==> src/rtl/lsu_pkg.sv <==
// Shared encodings for the load/store unit: funct3 codes, FSM states, access sizes
// and the legality/alignment helpers used at request accept time.
package lsu_pkg;

    localparam logic [2:0] F3_LB  = 3'b000;
    localparam logic [2:0] F3_LH  = 3'b001;
    localparam logic [2:0] F3_LW  = 3'b010;
    localparam logic [2:0] F3_LBU = 3'b100;
    localparam logic [2:0] F3_LHU = 3'b101;
    localparam logic [2:0] F3_SB  = 3'b000;
    localparam logic [2:0] F3_SH  = 3'b001;
    localparam logic [2:0] F3_SW  = 3'b010;

    typedef enum logic [1:0] {
        ST_IDLE = 2'b00,
        ST_REQ  = 2'b01,
        ST_WAIT = 2'b10,
        ST_RESP = 2'b11
    } lsu_state_e;

    typedef enum logic [1:0] {
        SZ_BYTE = 2'b00,
        SZ_HALF = 2'b01,
        SZ_WORD = 2'b10
    } lsu_size_e;

    // funct3[1:0] carries the size for both loads and stores; 11 is never legal.
    function automatic lsu_size_e f3_size(input logic [1:0] f3_lo);
        case (f3_lo)
            2'b00:   return SZ_BYTE;
            2'b01:   return SZ_HALF;
            default: return SZ_WORD;
        endcase
    endfunction

    function automatic logic f3_legal(input logic is_store, input logic [2:0] f3);
        if (is_store) begin
            return (f3 == F3_SB) || (f3 == F3_SH) || (f3 == F3_SW);
        end
        return (f3 == F3_LB) || (f3 == F3_LH) || (f3 == F3_LW) ||
               (f3 == F3_LBU) || (f3 == F3_LHU);
    endfunction

    function automatic logic misaligned(input lsu_size_e sz, input logic [1:0] lo);
        case (sz)
            SZ_HALF: return lo[0];
            SZ_WORD: return lo != 2'b00;
            default: return 1'b0;
        endcase
    endfunction

endpackage

==> src/rtl/lsu_align.sv <==
// Lane steering for the data port: byte enables and replicated store data on the
// way out, lane extraction plus sign/zero extension of load data on the way back.
module lsu_align
    import lsu_pkg::*;
(
    input  logic [1:0]  size_i,
    input  logic [1:0]  addr_lo_i,
    input  logic [2:0]  funct3_i,
    input  logic [31:0] wdata_i,
    input  logic [31:0] mem_rdata_i,
    output logic [3:0]  be_o,
    output logic [31:0] wdata_o,
    output logic [31:0] rdata_o
);

    logic [7:0]  byte_sel;
    logic [15:0] half_sel;

    always_comb begin
        be_o    = 4'b1111;
        wdata_o = wdata_i;
        case (size_i)
            SZ_BYTE: begin
                be_o    = 4'b0001 << addr_lo_i;
                wdata_o = {4{wdata_i[7:0]}};
            end
            SZ_HALF: begin
                be_o    = 4'b0011 << addr_lo_i;
                wdata_o = {2{wdata_i[15:0]}};
            end
            default: begin
                be_o    = 4'b1111;
                wdata_o = wdata_i;
            end
        endcase
    end

    assign byte_sel = mem_rdata_i[{addr_lo_i, 3'b000} +: 8];
    assign half_sel = mem_rdata_i[{addr_lo_i[1], 4'b0000} +: 16];

    always_comb begin
        rdata_o = 32'h0000_0000;
        case (funct3_i)
            F3_LB:   rdata_o = {{24{byte_sel[7]}}, byte_sel};
            F3_LH:   rdata_o = {{16{half_sel[15]}}, half_sel};
            F3_LW:   rdata_o = mem_rdata_i;
            F3_LBU:  rdata_o = {24'h000000, byte_sel};
            F3_LHU:  rdata_o = {16'h0000, half_sel};
            default: rdata_o = 32'h0000_0000;
        endcase
    end

endmodule

==> src/rtl/lsu.sv <==
// Load/store unit: one request/grant/response transaction per op on the data port,
// with registered memory-side outputs and a registered, extended load result.
module lsu
    import lsu_pkg::*;
#(
    parameter int ADDR_W = 32,
    parameter int DATA_W = 32
) (
    input  logic                  clk,
    input  logic                  rst_n,
    input  logic                  req_valid,
    input  logic                  req_write,
    input  logic [2:0]            funct3,
    input  logic [ADDR_W-1:0]     addr,
    input  logic [DATA_W-1:0]     wdata,
    output logic                  req_ready,
    output logic                  stall,
    output logic                  resp_valid,
    output logic [DATA_W-1:0]     rdata,
    output logic                  fault,
    output logic                  mem_req,
    output logic                  mem_we,
    output logic [ADDR_W-1:0]     mem_addr,
    output logic [DATA_W/8-1:0]   mem_be,
    output logic [DATA_W-1:0]     mem_wdata,
    input  logic                  mem_gnt,
    input  logic                  mem_rvalid,
    input  logic [DATA_W-1:0]     mem_rdata
);

    lsu_state_e           state_q;
    logic [1:0]           addr_lo_q;
    logic [2:0]           funct3_q;
    logic                 write_q;
    logic                 resp_valid_q;
    logic                 fault_q;
    logic [DATA_W-1:0]    rdata_q;
    logic                 mem_req_q;
    logic                 mem_we_q;
    logic [ADDR_W-1:0]    mem_addr_q;
    logic [DATA_W/8-1:0]  mem_be_q;
    logic [DATA_W-1:0]    mem_wdata_q;

    logic                 is_idle;
    logic [1:0]           al_addr_lo;
    logic [2:0]           al_funct3;
    logic [3:0]           al_be;
    logic [31:0]          al_wdata;
    logic [31:0]          al_rdata;
    logic                 op_ok;

    assign is_idle = (state_q == ST_IDLE);

    // Live inputs drive the aligner at accept; the captured op drives it afterwards
    // so load extraction in WAIT sees the original lane and funct3.
    assign al_addr_lo = is_idle ? addr[1:0] : addr_lo_q;
    assign al_funct3  = is_idle ? funct3 : funct3_q;

    assign op_ok = f3_legal(req_write, funct3) &&
                   !misaligned(f3_size(funct3[1:0]), addr[1:0]);

    lsu_align u_align (
        .size_i      (f3_size(al_funct3[1:0])),
        .addr_lo_i   (al_addr_lo),
        .funct3_i    (al_funct3),
        .wdata_i     (wdata),
        .mem_rdata_i (mem_rdata),
        .be_o        (al_be),
        .wdata_o     (al_wdata),
        .rdata_o     (al_rdata)
    );

    always_ff @(posedge clk or negedge rst_n) begin
        if (!rst_n) begin
            state_q      <= ST_IDLE;
            addr_lo_q    <= 2'b00;
            funct3_q     <= 3'b000;
            write_q      <= 1'b0;
            resp_valid_q <= 1'b0;
            fault_q      <= 1'b0;
            rdata_q      <= '0;
            mem_req_q    <= 1'b0;
            mem_we_q     <= 1'b0;
            mem_addr_q   <= '0;
            mem_be_q     <= '0;
            mem_wdata_q  <= '0;
        end else begin
            case (state_q)
                ST_IDLE: begin
                    resp_valid_q <= 1'b0;
                    if (req_valid) begin
                        addr_lo_q <= addr[1:0];
                        funct3_q  <= funct3;
                        write_q   <= req_write;
                        if (op_ok) begin
                            state_q     <= ST_REQ;
                            mem_req_q   <= 1'b1;
                            mem_we_q    <= req_write;
                            mem_addr_q  <= {addr[ADDR_W-1:2], 2'b00};
                            mem_be_q    <= al_be;
                            mem_wdata_q <= req_write ? al_wdata : '0;
                        end else begin
                            state_q      <= ST_RESP;
                            resp_valid_q <= 1'b1;
                            fault_q      <= 1'b1;
                            rdata_q      <= '0;
                        end
                    end
                end
                ST_REQ: begin
                    if (mem_gnt) begin
                        mem_req_q   <= 1'b0;
                        mem_we_q    <= 1'b0;
                        mem_addr_q  <= '0;
                        mem_be_q    <= '0;
                        mem_wdata_q <= '0;
                        if (write_q) begin
                            state_q      <= ST_RESP;
                            resp_valid_q <= 1'b1;
                            fault_q      <= 1'b0;
                            rdata_q      <= '0;
                        end else begin
                            state_q <= ST_WAIT;
                        end
                    end
                end
                ST_WAIT: begin
                    if (mem_rvalid) begin
                        state_q      <= ST_RESP;
                        resp_valid_q <= 1'b1;
                        fault_q      <= 1'b0;
                        rdata_q      <= al_rdata;
                    end
                end
                ST_RESP: begin
                    state_q      <= ST_IDLE;
                    resp_valid_q <= 1'b0;
                end
                default: begin
                    state_q      <= ST_IDLE;
                    resp_valid_q <= 1'b0;
                end
            endcase
        end
    end

    assign req_ready  = is_idle;
    assign stall      = !is_idle;
    assign resp_valid = resp_valid_q;
    assign fault      = fault_q;
    assign rdata      = rdata_q;
    assign mem_req    = mem_req_q;
    assign mem_we     = mem_we_q;
    assign mem_addr   = mem_addr_q;
    assign mem_be     = mem_be_q;
    assign mem_wdata  = mem_wdata_q;

endmodule

==> config.mk <==
export PLATFORM = sky130hd
export DESIGN_NAME = lsu
export DESIGN_NICKNAME = d
export VERILOG_FILES = /design/src/rtl/lsu_pkg.sv /design/src/rtl/lsu_align.sv /design/src/rtl/lsu.sv
export SDC_FILE = /design/constraint.sdc
export NUM_CORES = 1
export LEC_CHECK = 0
export ABC_AREA = 1
export CORE_UTILIZATION = 51
export DETAILED_ROUTE_END_ITERATION = 10
export HOLD_SLACK_MARGIN = 0.12
export PLACE_DENSITY = 0.86
export REMOVE_ABC_BUFFERS = 1
export SLEW_MARGIN = 20
export SYNTH_ARGS = -nofsm -noshare
export SYNTH_HDL_FRONTEND = slang
export SYNTH_HIERARCHICAL = 1
export SYNTH_SLANG_ARGS = --single-unit
==> constraint.sdc <==
create_clock -name clk -period 6.3 [get_ports clk]
set_input_delay 1.89 -clock clk [delete_from_list [all_inputs] [get_ports clk]]
set_output_delay 1.89 -clock clk [all_outputs]
set_load 0.05 [all_outputs]
Yosys cells after proc, flatten, opt, wreduce, memory -nomap -nowiden

Index checks and enable logic that the tools add are counted.

Flip-flop bits (word level): 112
Output and inout port bits: 106
Input bits: 105

Muxes and demuxes: 54
Shifts and indexed selects: 4
Reductions and logical operators: 21
Equal/unequal tests: 22

Operators with widths:

| operator             | number |
|---|---|
| $mux W32             | 11 |
| $pmux W32 S2         | 3 |
| $pmux W32 S5         | 1 |
| $pmux W32 S3         | 1 |
| $shiftx A32 B6 Y16   | 1 |
| $shiftx A32 B6 Y8    | 1 |
| $mux W1              | 19 |
| $pmux W4 S2          | 2 |
| $eq A3 B3 Y1 const B | 4 |
| $mux W4              | 3 |
| $eq A2 B1 Y1 const B | 5 |
| $mux W2              | 5 |
| $ne A2 B2 Y1 const B | 5 |
| $logic_not A2 Y1     | 4 |
| $pmux W2 S2          | 2 |
| $pmux W2 S4          | 1 |
| $eq A2 B2 Y1 const B | 3 |
| $eq A3 B1 Y1 const B | 2 |
| $eq A3 B2 Y1 const B | 2 |
| $logic_not A3 Y1     | 2 |
| $pmux W1 S2          | 3 |
| $reduce_and A3 Y1    | 2 |
| $reduce_and A6 Y1    | 1 |
| $logic_or A1 B1 Y1   | 4 |
| 12 further kinds     | 14 |

Logic depth before layout (Yosys ltp)

Gate-level depths: netlist of the first run.

Depth in word-level cells: 10
Depth in mapped cells: 19

Hierarchy

Netlist of the first run, hierarchy kept.

Modules (own cells, without submodules):

| module    | sequential area each (um^2) | area each (um^2) | times used | cells each |
|---|---|---|---|---|
| lsu       | 2752.6                      | 5417.7           | 1          | 712 |
| lsu_align | 0.0                         | 1360.1           | 1          | 296 |

Least setup slack after synthesis of the first run

OpenSTA, ideal clock, no wires.

Kind: reg-to-output
Start point: register state_q[0]
End point: output port stall
Path slack: 2.615 ns
Stages on the path, launching flop included: 6
Arrival time: 1.795 ns
Buffers on the path: 2
Cell sequence: dfrtp_1 > inv_1 > ha_1 > buf_2 > inv_1 > clkbuf_1

Longest elaborated chain between the ends: 2

RTL lines:

| item                     | RTL line   | text |
|---|---|---|
| start: declaration       | lsu.sv:31  | `lsu_state_e state_q;` |
| start signal: assignment | lsu.sv:75  | `state_q <= ST_IDLE;` |
| start signal: assignment | lsu.sv:96  | `state_q <= ST_REQ;` |
| start signal: assignment | lsu.sv:103 | `state_q <= ST_RESP;` |
| $logic_not A2 Y1         | lsu.sv:52  | `assign is_idle = (state_q == ST_IDLE);` |
| named net req_ready      | lsu.sv:16  | `output logic req_ready,` |
| $logic_not A1 Y1         | lsu.sv:148 | `assign stall = !is_idle;` |
| end: declaration         | lsu.sv:17  | `output logic stall,` |

The timed path passes the listed nets, and every way through them passes these cells.

Worst setup path after layout of the first run

Start point: input port req_write
End point: register mem_wdata_q[10] (netlist: mem_wdata[10])

Longest elaborated chain between the ends: 5

RTL lines:

| item                        | RTL line      | text |
|---|---|---|
| start: declaration          | lsu.sv:12     | `input logic req_write,` |
| $mux W1                     | lsu_pkg.sv:37 | `if (is_store) begin` |
| $mux W1                     | lsu_pkg.sv:40 | `return (f3 == F3_LB) \|\| (f3 == F3_LH) \|\| (f3 == F3_LW) \|\|` |
| $logic_and A1 B1 Y1         | lsu.sv:59     | `assign op_ok = f3_legal(req_write, funct3) &&` |
| $ne A2 B1 Y1 (no line)      | --            |  |
| $reduce_and A4 Y1 (no line) | --            |  |
| end signal: assignment      | lsu.sv:101    | `mem_wdata_q <= req_write ? al_wdata : '0;` |
| end: declaration            | lsu.sv:42     | `logic [DATA_W-1:0] mem_wdata_q;` |

Several ways; a longest one is shown, not always the timed one. The select of a mux whose other input is x is not followed.
A chain may end at the register's enable or synchronous reset.

==> results of run 1 <==
## power by group through the flow
stage               registers, uW  clock network [uW]  logic (uW)
floorplan                    1990                   0        1640
global placement             1150                   0        3540
detailed placement           1150                   0        3590
CTS                          1140                 633        3600
global route                 1180                 665        3950
finish                       1140                 626        3600
## per-layer routing
metal / GRT usage / vias to the layer above / routed length [um]
met5: 0 / - / 0
met4: 0.0844 / 0 / 280
met3: 0.0623 / 26 / 1500
met2: 0.462 / 270 / 8800
met1: 0.336 / 3065 / 7690
li1: - / 3387 / -
## through the flow
stage | hold WS, ps | total power (uW) | cell area (um^2) | setup slack, ps | util
5_1_grt | 494 | 5790 | 9060 | 1550 | 0.709
2_1_floorplan | 448 | 3630 | 6340 | 620 | -
3_3_place_gp | 452 | 4690 | 8720 | 1450 | 0.683
4_1_cts | 475 | 5380 | 9050 | 1760 | 0.709
6_report | 469 | 5370 | 9060 | 1760 | 0.709
3_5_place_dp | 457 | 4740 | 8720 | 1400 | 0.683
## Yosys cell counts, drive strengths merged
| cell type | number | area [um^2] |
|---|---|---|
| a21oi | 5 | 40.0 |
| inv | 92 | 345 |
| conb | 1 | 3.75 |
| nand3b | 36 | 270 |
| dfrtp | 110 | 2750 |
| a21boi | 1 | 7.51 |
| clkbuf | 24 | 92.6 |
| or2 | 1 | 6.26 |
| nand2 | 474 | 1820 |
| o211ai | 8 | 60.1 |
| nor2 | 78 | 333 |
| ha | 5 | 62.6 |
| nand3 | 90 | 460 |
| o21bai | 1 | 7.51 |
| buf | 48 | 344 |
| o21ai | 34 | 170 |
## flip-flops by register name, summed over array words and instances, names as in the netlist
register,count
addr_lo_q,2
fault,1
funct3_q,3
mem_addr,30
mem_be,4
mem_req,1
mem_wdata,32
mem_we,1
rdata,32
resp_valid,1
state_q,2
write_q,1
## how the worst min path moves through the flow
| stage | start | endpoint | cells past startpoint |
|---|---|---|---|
| 2_1_floorplan | funct3_q[0]$_DFFE_PN0P_ | funct3_q[0]$_DFFE_PN0P_ | 2 |
| 3_3_place_gp | mem_addr[25]$_DFFE_PN0P_ | mem_addr[25]$_DFFE_PN0P_ | 2 |
| 3_5_place_dp | rdata[16]$_DFFE_PN0P_ | rdata[16]$_DFFE_PN0P_ | 2 |
| 4_1_cts | mem_wdata[5]$_DFFE_PN0P_ | mem_wdata[5]$_DFFE_PN0P_ | 2 |
| 5_1_grt | rdata[16]$_DFFE_PN0P_ | rdata[16]$_DFFE_PN0P_ | 2 |
| 6_report | rdata[1]$_DFFE_PN0P_ | rdata[1]$_DFFE_PN0P_ | 2 |
## layout make-up
type	count	area, um^2
fillers	1085	3720
multi-input cells	735	3260
clock buffers	10	239
well taps	172	215
clock inverters	6	92.6
flip-flops and latches	110	2750
repair buffers	218	2150
inverters	92	345
## cells by family after synthesis
group           count (synthesis)
other cells                     1
simple gates                  679
fa+ha+maj                       5
compound gates                 49
buf+inv                       164
flops                         110
## worst reg2reg max path: stages, from the launching register on
cell and delay, ps:
dfrtp_1 400, inv_1 160, ha_1 380, inv_1 290, nand2_1 140, o21ai_2 60, buf_4 270, nor2_1 550
nand2_1 200, inv_1 290, nor2_1 100, o21ai_0 180, nand2_1 60, nand3b_1 170, nand2_1 90
==> flow_summary.json, run 1 <==
{
  "muxShareOfSynthArea": 0,
  "path_clk_slew_ps": 70,
  "dieHeight_um": 117,
  "layout_min_cycle_time_ps": 4540,
  "yosys_warnings": 6,
  "post_cts_resize_count": 0,
  "timing.final.crit_share": 0.721,
  "core_area_mm2": 0.0128,
  "syn_to_final_growth_pct": 33.6,
  "synth-xor-area-share": 0,
  "power_density_mw_per_mm2": 593,
  "hold_buffers": 0,
  "antenna_found_initial": 0,
  "postRouteWirelength_um": 18300,
  "synthCells": 1008,
  "viasPerCell": 5.02,
  "mostFrequentLayoutCells": "nand2_1, clkdlybuf4s50_1, dfrtp_1, inv_1, nand3_1",
  "fp.dieW_um": 117,
  "drc": 0,
  "clockBufferDepth": 2,
  "finalSetupViolations": 0,
  "finalHoldViolCount": 0,
  "hpwlAfterDp_um": 12500,
  "cts_tree": "yes",
  "cts_max_level": 3,
  "yosys.area_share.adder": 0.00923,
  "critPathKind": "input port to register",
  "status": "finished, final reports clean",
  "max_stage_delay_ps": 760,
  "numPortBuffers": 208,
  "synth_area_mm2": 0.00678,
  "p_leak_uw": 0.00497,
  "fin_skew_ps": 6.59,
  "pwr-share-comb": 0.670,
  "layout_commonest_cell": "nand2_1",
  "crit_start": "req_write",
  "die_area_mm2": 0.0138,
  "hp-class": "register to register",
  "grt_max_degree": 70,
  "ys_seq_area_frac": 0.406,
  "synth-simple-area-share": 0.427,
  "synth_top_family_by_area": "simple AND/OR/NAND/NOR gates",
  "r2r_end": "mem_be[3]$_DFFE_PN0P_",
  "clkPwrFrac": 0.117,
  "worst-path-stages": 10,
  "yosys_register_bits": 110,
  "rsz0062_at_grt": "no",
  "grt_pass1_wl_um": 29000,
  "routabilityCongestion": 0.841,
  "start_util": 0.531,
  "cp-start-kind": "input port",
  "grt_usage": 0.269,
  "maxCapViolCount": 0,
  "drtAntennaViolNets": 0,
  "drive_gt1_frac": 0.0444,
  "irDropWorstVdd_mv": 0.302,
  "crit_fanout": 69,
  "diodes": 0,
  "ios": 211,
  "avgSynthCellArea_um2": 6.72,
  "r2r_slack_ps": 2890,
  "instances_no_fill": 1343,
  "drtPass1Iterations": 5,
  "dp.cells": 1327,
  "clk-insertion-delay-late_ps": 350,
  "ys_types": 28,
  "p_int_uw": 2450,
  "drtIter0Drc": 570,
  "crit_slowest_cell": "nand2_2",
  "overflow": 0,
  "numClockSinks": 110,
  "fmax_mhz": 220,
  "cts_setup_buffers": 0,
  "final_max_slew_viol_count": 0,
  "critPathTopFamily": "buffers and inverters",
  "fin_setup_tns_ps": 0,
  "path_buf_inv": 4,
  "p_sw_uw": 2920,
  "num_vias": 6748,
  "crit_end": "mem_wdata[10]$_DFFE_PN0P_",
  "slew_headroom": 0.343,
  "max_slew.worst_pin.slew_ps": 983,
  "arrival_ps": 4770,
  "cp-end-kind": "register",
  "synth_compound_area_frac": 0.0421,
  "wl_per_cell_um": 13.6,
  "r2r_cells": 14,
  "reg2reg_from": "state_q[0]$_DFFE_PN0P_",
  "p_seq_frac": 0.213,
  "switching_share": 0.544,
  "numCtsBuffers": 9,
  "root_buffer": "clkbuf_16",
  "fin_nets": 1276,
  "grt_pass1_vias": 6036,
  "required_ps": 6530,
  "crit_chain": "clkdlybuf4s50_1 -> buf_4 -> nand2_1 -> nand3_1 -> nand3_2 -> buf_4 -> nand2_2 -> buf_4 -> nand2_1 -> nand2_1",
  "num_rows": 41
}
No activity file was read; power rests on OpenSTA's default activity.
==> run 2, diff against run 1 <==
--- a/config.mk
+++ b/config.mk
@@ -6,10 +6,10 @@
 export NUM_CORES = 1
 export LEC_CHECK = 0
 export ABC_AREA = 1
-export CORE_UTILIZATION = 51
+export CORE_UTILIZATION = 48
 export DETAILED_ROUTE_END_ITERATION = 10
 export HOLD_SLACK_MARGIN = 0.12
-export PLACE_DENSITY = 0.86
+export PLACE_DENSITY = 0.82
 export REMOVE_ABC_BUFFERS = 1
 export SLEW_MARGIN = 20
 export SYNTH_ARGS = -nofsm -noshare
==> constraint.sdc (replaced) <==
create_clock -name clk -period 4.6 [get_ports clk]
set_input_delay 1.38 -clock clk [delete_from_list [all_inputs] [get_ports clk]]
set_output_delay 1.38 -clock clk [all_outputs]
set_load 0.05 [all_outputs]
==> run 2 against run 1 <==
Global-route usage down 0.36 points. Worst setup slack worse by 1000 ps. Final area up 0.64%. Non-clock buffer count up 4. Utilization down 5.0 points. Worst hold slack better by 0.51 ps. Sequential cell count unchanged. Via count up 1.4%. Largest power group unchanged. Clock power up 41%. Count of clock-buffer cells in the layout up 2. Die area up 6.1%. Sequential share of layout area down 0.19 points.
==> flow_summary.json, run 2 (same netlist as run 1, synthesis figures left out) <==
{
  "status": "finished, final reports clean",
  "drtIter0Drc": 714,
  "slew_headroom": 0.474,
  "fin_skew_ps": 6.81,
  "required_ps": 3220,
  "max_slew.worst_pin.slew_ps": 786,
  "syn_to_final_growth_pct": 34.5,
  "hpwlAfterDp_um": 12700,
  "layout_commonest_cell": "nand2_1",
  "cp-start-kind": "register",
  "holdPathEnd": "mem_addr[15]$_DFFE_PN0P_",
  "crit_chain": "inv_1 -> ha_1 -> inv_1 -> clkdlybuf4s50_1",
  "numPortBuffers": 208,
  "num_vias": 6843,
  "final_max_slew_viol_count": 0,
  "layout_min_cycle_time_ps": 3860,
  "grt_pass1_wl_um": 30700,
  "drtAntennaViolNets": 0,
  "worstHoldStart": "mem_addr[15]$_DFFE_PN0P_",
  "clk-insertion-delay-late_ps": 360,
  "irDropWorstVdd_mv": 0.467,
  "cts_setup_buffers": 0,
  "maxCapViolCount": 0,
  "overflow": 0,
  "cp-end-kind": "output port",
  "ios": 211,
  "crit_fanout": 11,
  "cts_max_level": 3,
  "p_leak_uw": 0.00501,
  "critPathTopFamily": "buffers and inverters",
  "drc": 0,
  "viasPerCell": 5.05,
  "numCtsBuffers": 9,
  "antenna_found_initial": 0,
  "clockBufferDepth": 2,
  "wl_per_cell_um": 14.0,
  "power_density_mw_per_mm2": 815,
  "utilization": 0.659,
  "num_rows": 43,
  "crit_slowest_cell": "clkdlybuf4s50_1",
  "cts_tree": "yes",
  "rsz0062_at_grt": "no",
  "critPathKind": "register to output port",
  "reg2reg_from": "state_q[0]$_DFFE_PN0P_",
  "numClockSinks": 110,
  "instances_no_fill": 1355,
  "hold_buffers": 0,
  "finalHoldViolCount": 0,
  "r2r_cells": 13,
  "whs_path_depth": 2,
  "postRouteWirelength_um": 19000,
  "fmax_mhz": 259,
  "fin_nets": 1280,
  "path_buf_inv": 3,
  "dieHeight_um": 121,
  "fp.dieW_um": 121,
  "r2r_end": "mem_be[1]$_DFFE_PN0P_",
  "post_cts_resize_count": 0,
  "mostFrequentLayoutCells": "nand2_1, clkdlybuf4s50_1, dfrtp_1, inv_1, nand3_1",
  "core_area_mm2": 0.0138,
  "grt_usage": 0.266,
  "drtPass1Iterations": 5,
  "arrival_ps": 2480,
  "grt_max_degree": 69,
  "crit_start": "state_q[1]$_DFFE_PN0P_",
  "whs_ps": 469,
  "timing.final.crit_share": 0.839,
  "hp-class": "register to register",
  "r2r_slack_ps": 1330,
  "report.power.total_uw": 7430,
  "start_util": 0.490,
  "routabilityCongestion": 0.854,
  "max_stage_delay_ps": 890,
  "finalSetupViolations": 0,
  "die_area_mm2": 0.0146,
  "drive_gt1_frac": 0.0468,
  "path_clk_slew_ps": 70,
  "grt_pass1_vias": 6203,
  "diodes": 0,
  "root_buffer": "clkbuf_16",
  "crit_top_cell": "inv_1",
  "dp.cells": 1339,
  "worst-path-stages": 4
}
## run 2: worst reg2reg max path: stages (launching register included)
cell	delay, ps
dfrtp_1	400
inv_1	160
ha_1	390
inv_1	310
nand2_1	190
o21ai_4	150
nor2_1	560
nand2_1	190
inv_1	290
nor2_1	80
o21ai_0	160
nand2_1	60
nand3b_1	170
nand2_1	90
## run 2: power breakdown
part           switching [uW]  total, uW  leakage, uW  internal [uW]
clock network             359        883     0.000169            524
registers                 209       1570      0.00144           1360
logic                    3460       4980      0.00340           1510
## run 2: final cells by class
type / count / area [um^2]
repair buffers: 222 / 2180
fillers: 1180 / 4710
inverters: 92 / 345
clock inverters: 4 / 77.6
clock buffers: 12 / 267
well taps: 180 / 225
flip-flops and latches: 110 / 2750
multi-input cells: 735 / 3260
## run 2: how the worst max path moves through the flow
| stage | end | slack (ps) |
|---|---|---|
| global route | stall | 610 |
| finish | stall | 740 |
| CTS | stall | 730 |
| floorplan | mem_be[1]$_DFFE_PN0P_ | -930 |
| global placement | mem_be[1]$_DFFE_PN0P_ | 850 |
| detailed placement | mem_be[3]$_DFFE_PN0P_ | 830 |
## run 2: layer usage
metal	routed length (um)	part of all wire	track usage
met1	8110	0.43	0.352
met5	0	0	0
met4	405	0.021	0.0980
met2	9010	0.48	0.430
met3	1440	0.076	0.0514
## run 2: metrics by stage
stage,worst slack (ps),cell area [um^2],TNS (ps)
2_1_floorplan,-927,6340,-40300
3_3_place_gp,852,8770,0
3_5_place_dp,833,8770,0
4_1_cts,731,9110,0
5_1_grt,614,9110,0
6_report,742,9110,0
==> run 3, diff against run 2 <==
==> constraint.sdc (replaced) <==
create_clock -name clk -period 3.6 [get_ports clk]
set_input_delay 1.08 -clock clk [delete_from_list [all_inputs] [get_ports clk]]
set_output_delay 1.08 -clock clk [all_outputs]
set_load 0.05 [all_outputs]
==> run 3 against run 2 <==
Combinational power grew 30%. Count of clock-buffer cells in the layout down 1. Die area stayed put. First-iteration DRC count fell by 0.84%. Clock power increased by 9.9%. Critical path depth down 1. Utilization barely moved. Critical path type unchanged.
==> flow_summary.json, run 3 (same netlist as run 1, synthesis figures left out) <==
{
  "status": "finished, final reports clean",
  "maxCapViolCount": 0,
  "fillers": 1228,
  "num_rows": 43,
  "diodes": 0,
  "setup_ws_ps": 316,
  "num_vias": 6945,
  "viasPerCell": 5.10,
  "syn_to_final_growth_pct": 34.4,
  "required_ps": 2520,
  "grt_pass1_vias": 6241,
  "dieHeight_um": 121,
  "p_leak_uw": 0.00501,
  "post_cts_resize_count": 0,
  "fp.dieW_um": 121,
  "path_clk_slew_ps": 80,
  "hpwlAfterDp_um": 12800,
  "grt_max_degree": 69,
  "whs_ps": 469,
  "arrival_ps": 2200,
  "routabilityCongestion": 0.881,
  "numPortBuffers": 208,
  "mostFrequentLayoutCells": "nand2_1, clkdlybuf4s50_1, dfrtp_1, inv_1, nand3_1",
  "power_density_mw_per_mm2": 1030,
  "root_buffer": "clkbuf_16",
  "postRouteWirelength_um": 18900,
  "antenna_found_initial": 0,
  "clk-insertion-delay-late_ps": 350,
  "finalSetupViolations": 0,
  "cp-start-kind": "register",
  "cp-end-kind": "output port",
  "clockBufferDepth": 2,
  "start_util": 0.490,
  "numCtsBuffers": 9,
  "grt_usage": 0.265,
  "irDropWorstVdd_mv": 0.648,
  "drtIter0Drc": 708,
  "cts_setup_buffers": 0,
  "wl_per_cell_um": 13.9,
  "slew_headroom": 0.519,
  "rsz0062_at_grt": "no",
  "layout_commonest_cell": "nand2_1",
  "drc": 0,
  "finalHoldViolCount": 0,
  "numClockSinks": 110,
  "drtPass1Iterations": 5,
  "final_max_slew_viol_count": 0,
  "grt_pass1_wl_um": 31000,
  "cts_max_level": 3,
  "ios": 211,
  "hold_buffers": 0,
  "pre_cts_slack_ps": 331,
  "layout_min_cycle_time_ps": 3280,
  "fin_setup_tns_ps": 0,
  "cts_tree": "yes",
  "die_area_mm2": 0.0146,
  "critPathKind": "register to output port",
  "hp-class": "register to register",
  "r2r_slack_ps": 720,
  "drtAntennaViolNets": 0,
  "fin_skew_ps": 9.93,
  "fmax_mhz": 305,
  "timing.final.crit_share": 0.912,
  "fin_nets": 1286,
  "drive_gt1_frac": 0.0508,
  "max_slew.worst_pin.slew_ps": 721,
  "core_area_mm2": 0.0138,
  "overflow": 0,
  "crit_fanout": 9
}
[run 3: cell types whose count changed in the layout (fill, tap and decap cells not counted)]
cell | previous run | this run
buf_4 | 15 | 20
clkbuf_8 | 3 | 1
bufinv_16 | 2 | 0
buf_12 | 0 | 1
clkinvlp_4 | 0 | 1
clkinv_2 | 0 | 1
inv_6 | 0 | 3
clkinv_4 | 2 | 0
clkbuf_1 | 0 | 1
[run 3: through the flow]
step | cell area (um^2) | instances | utilization | power, uW
finish | 9110 | 1361 | 0.659 | 9430
global route | 9110 | 1361 | 0.659 | 10100
CTS | 9110 | 1361 | 0.659 | 9450
detailed placement | 8830 | 1345 | 0.638 | 8450
global placement | 8830 | 1345 | 0.638 | 8350
floorplan | 6340 | 937 | - | 6350
[run 3: cell type report]
class,count,area (um^2),area share
clock inverters,5,38.8,0.00426
clock buffers,11,243,0.0266
repair buffers,228,2240,0.246
multi-input cells,735,3260,0.358
flip-flops and latches,110,2750,0.302
well taps,180,225,0.0247
inverters,92,345,0.0379
[run 3: worst paths after layout]
kind                                                from                         to  depth (start not counted)
max in group asynchronous                          rst_n   mem_addr[15]$_DFFE_PN0P_                          2
worst min-delay path            mem_addr[15]$_DFFE_PN0P_   mem_addr[15]$_DFFE_PN0P_                          2
worst min register to register  mem_addr[15]$_DFFE_PN0P_   mem_addr[15]$_DFFE_PN0P_                          2
worst max-delay path              state_q[0]$_DFFE_PN0P_                  req_ready                          3
min in group asynchronous                          rst_n      rdata[18]$_DFFE_PN0P_                          1
worst max register to register    state_q[0]$_DFFE_PN0P_  mem_wdata[28]$_DFFE_PN0P_                         14
[run 3: power by group]
| group | total (uW) | leakage, uW | internal, uW | switching [uW] |
|---|---|---|---|---|
| logic | 6460 | 0.00343 | 2010 | 4460 |
| registers | 1990 | 0.00144 | 1730 | 260 |
| clock network | 970 | 0.000137 | 496 | 474 |
[run 3: layer usage]
| metal | track usage | part of all wire | up-vias |
|---|---|---|---|
| met2 | 0.433 | 0.48 | 306 |
| met4 | 0.0779 | 0.015 | 0 |
| met1 | 0.366 | 0.43 | 3209 |
| met3 | 0.0363 | 0.075 | 24 |
| met5 | 0 | 0 | - |
| li1 | - | - | 3406 |
[run 3: worst max-delay path: stages (launching register included)]
cell             delay, ps
dfrtp_1                420
inv_1                  160
ha_1                   390
clkdlybuf4s50_1        880
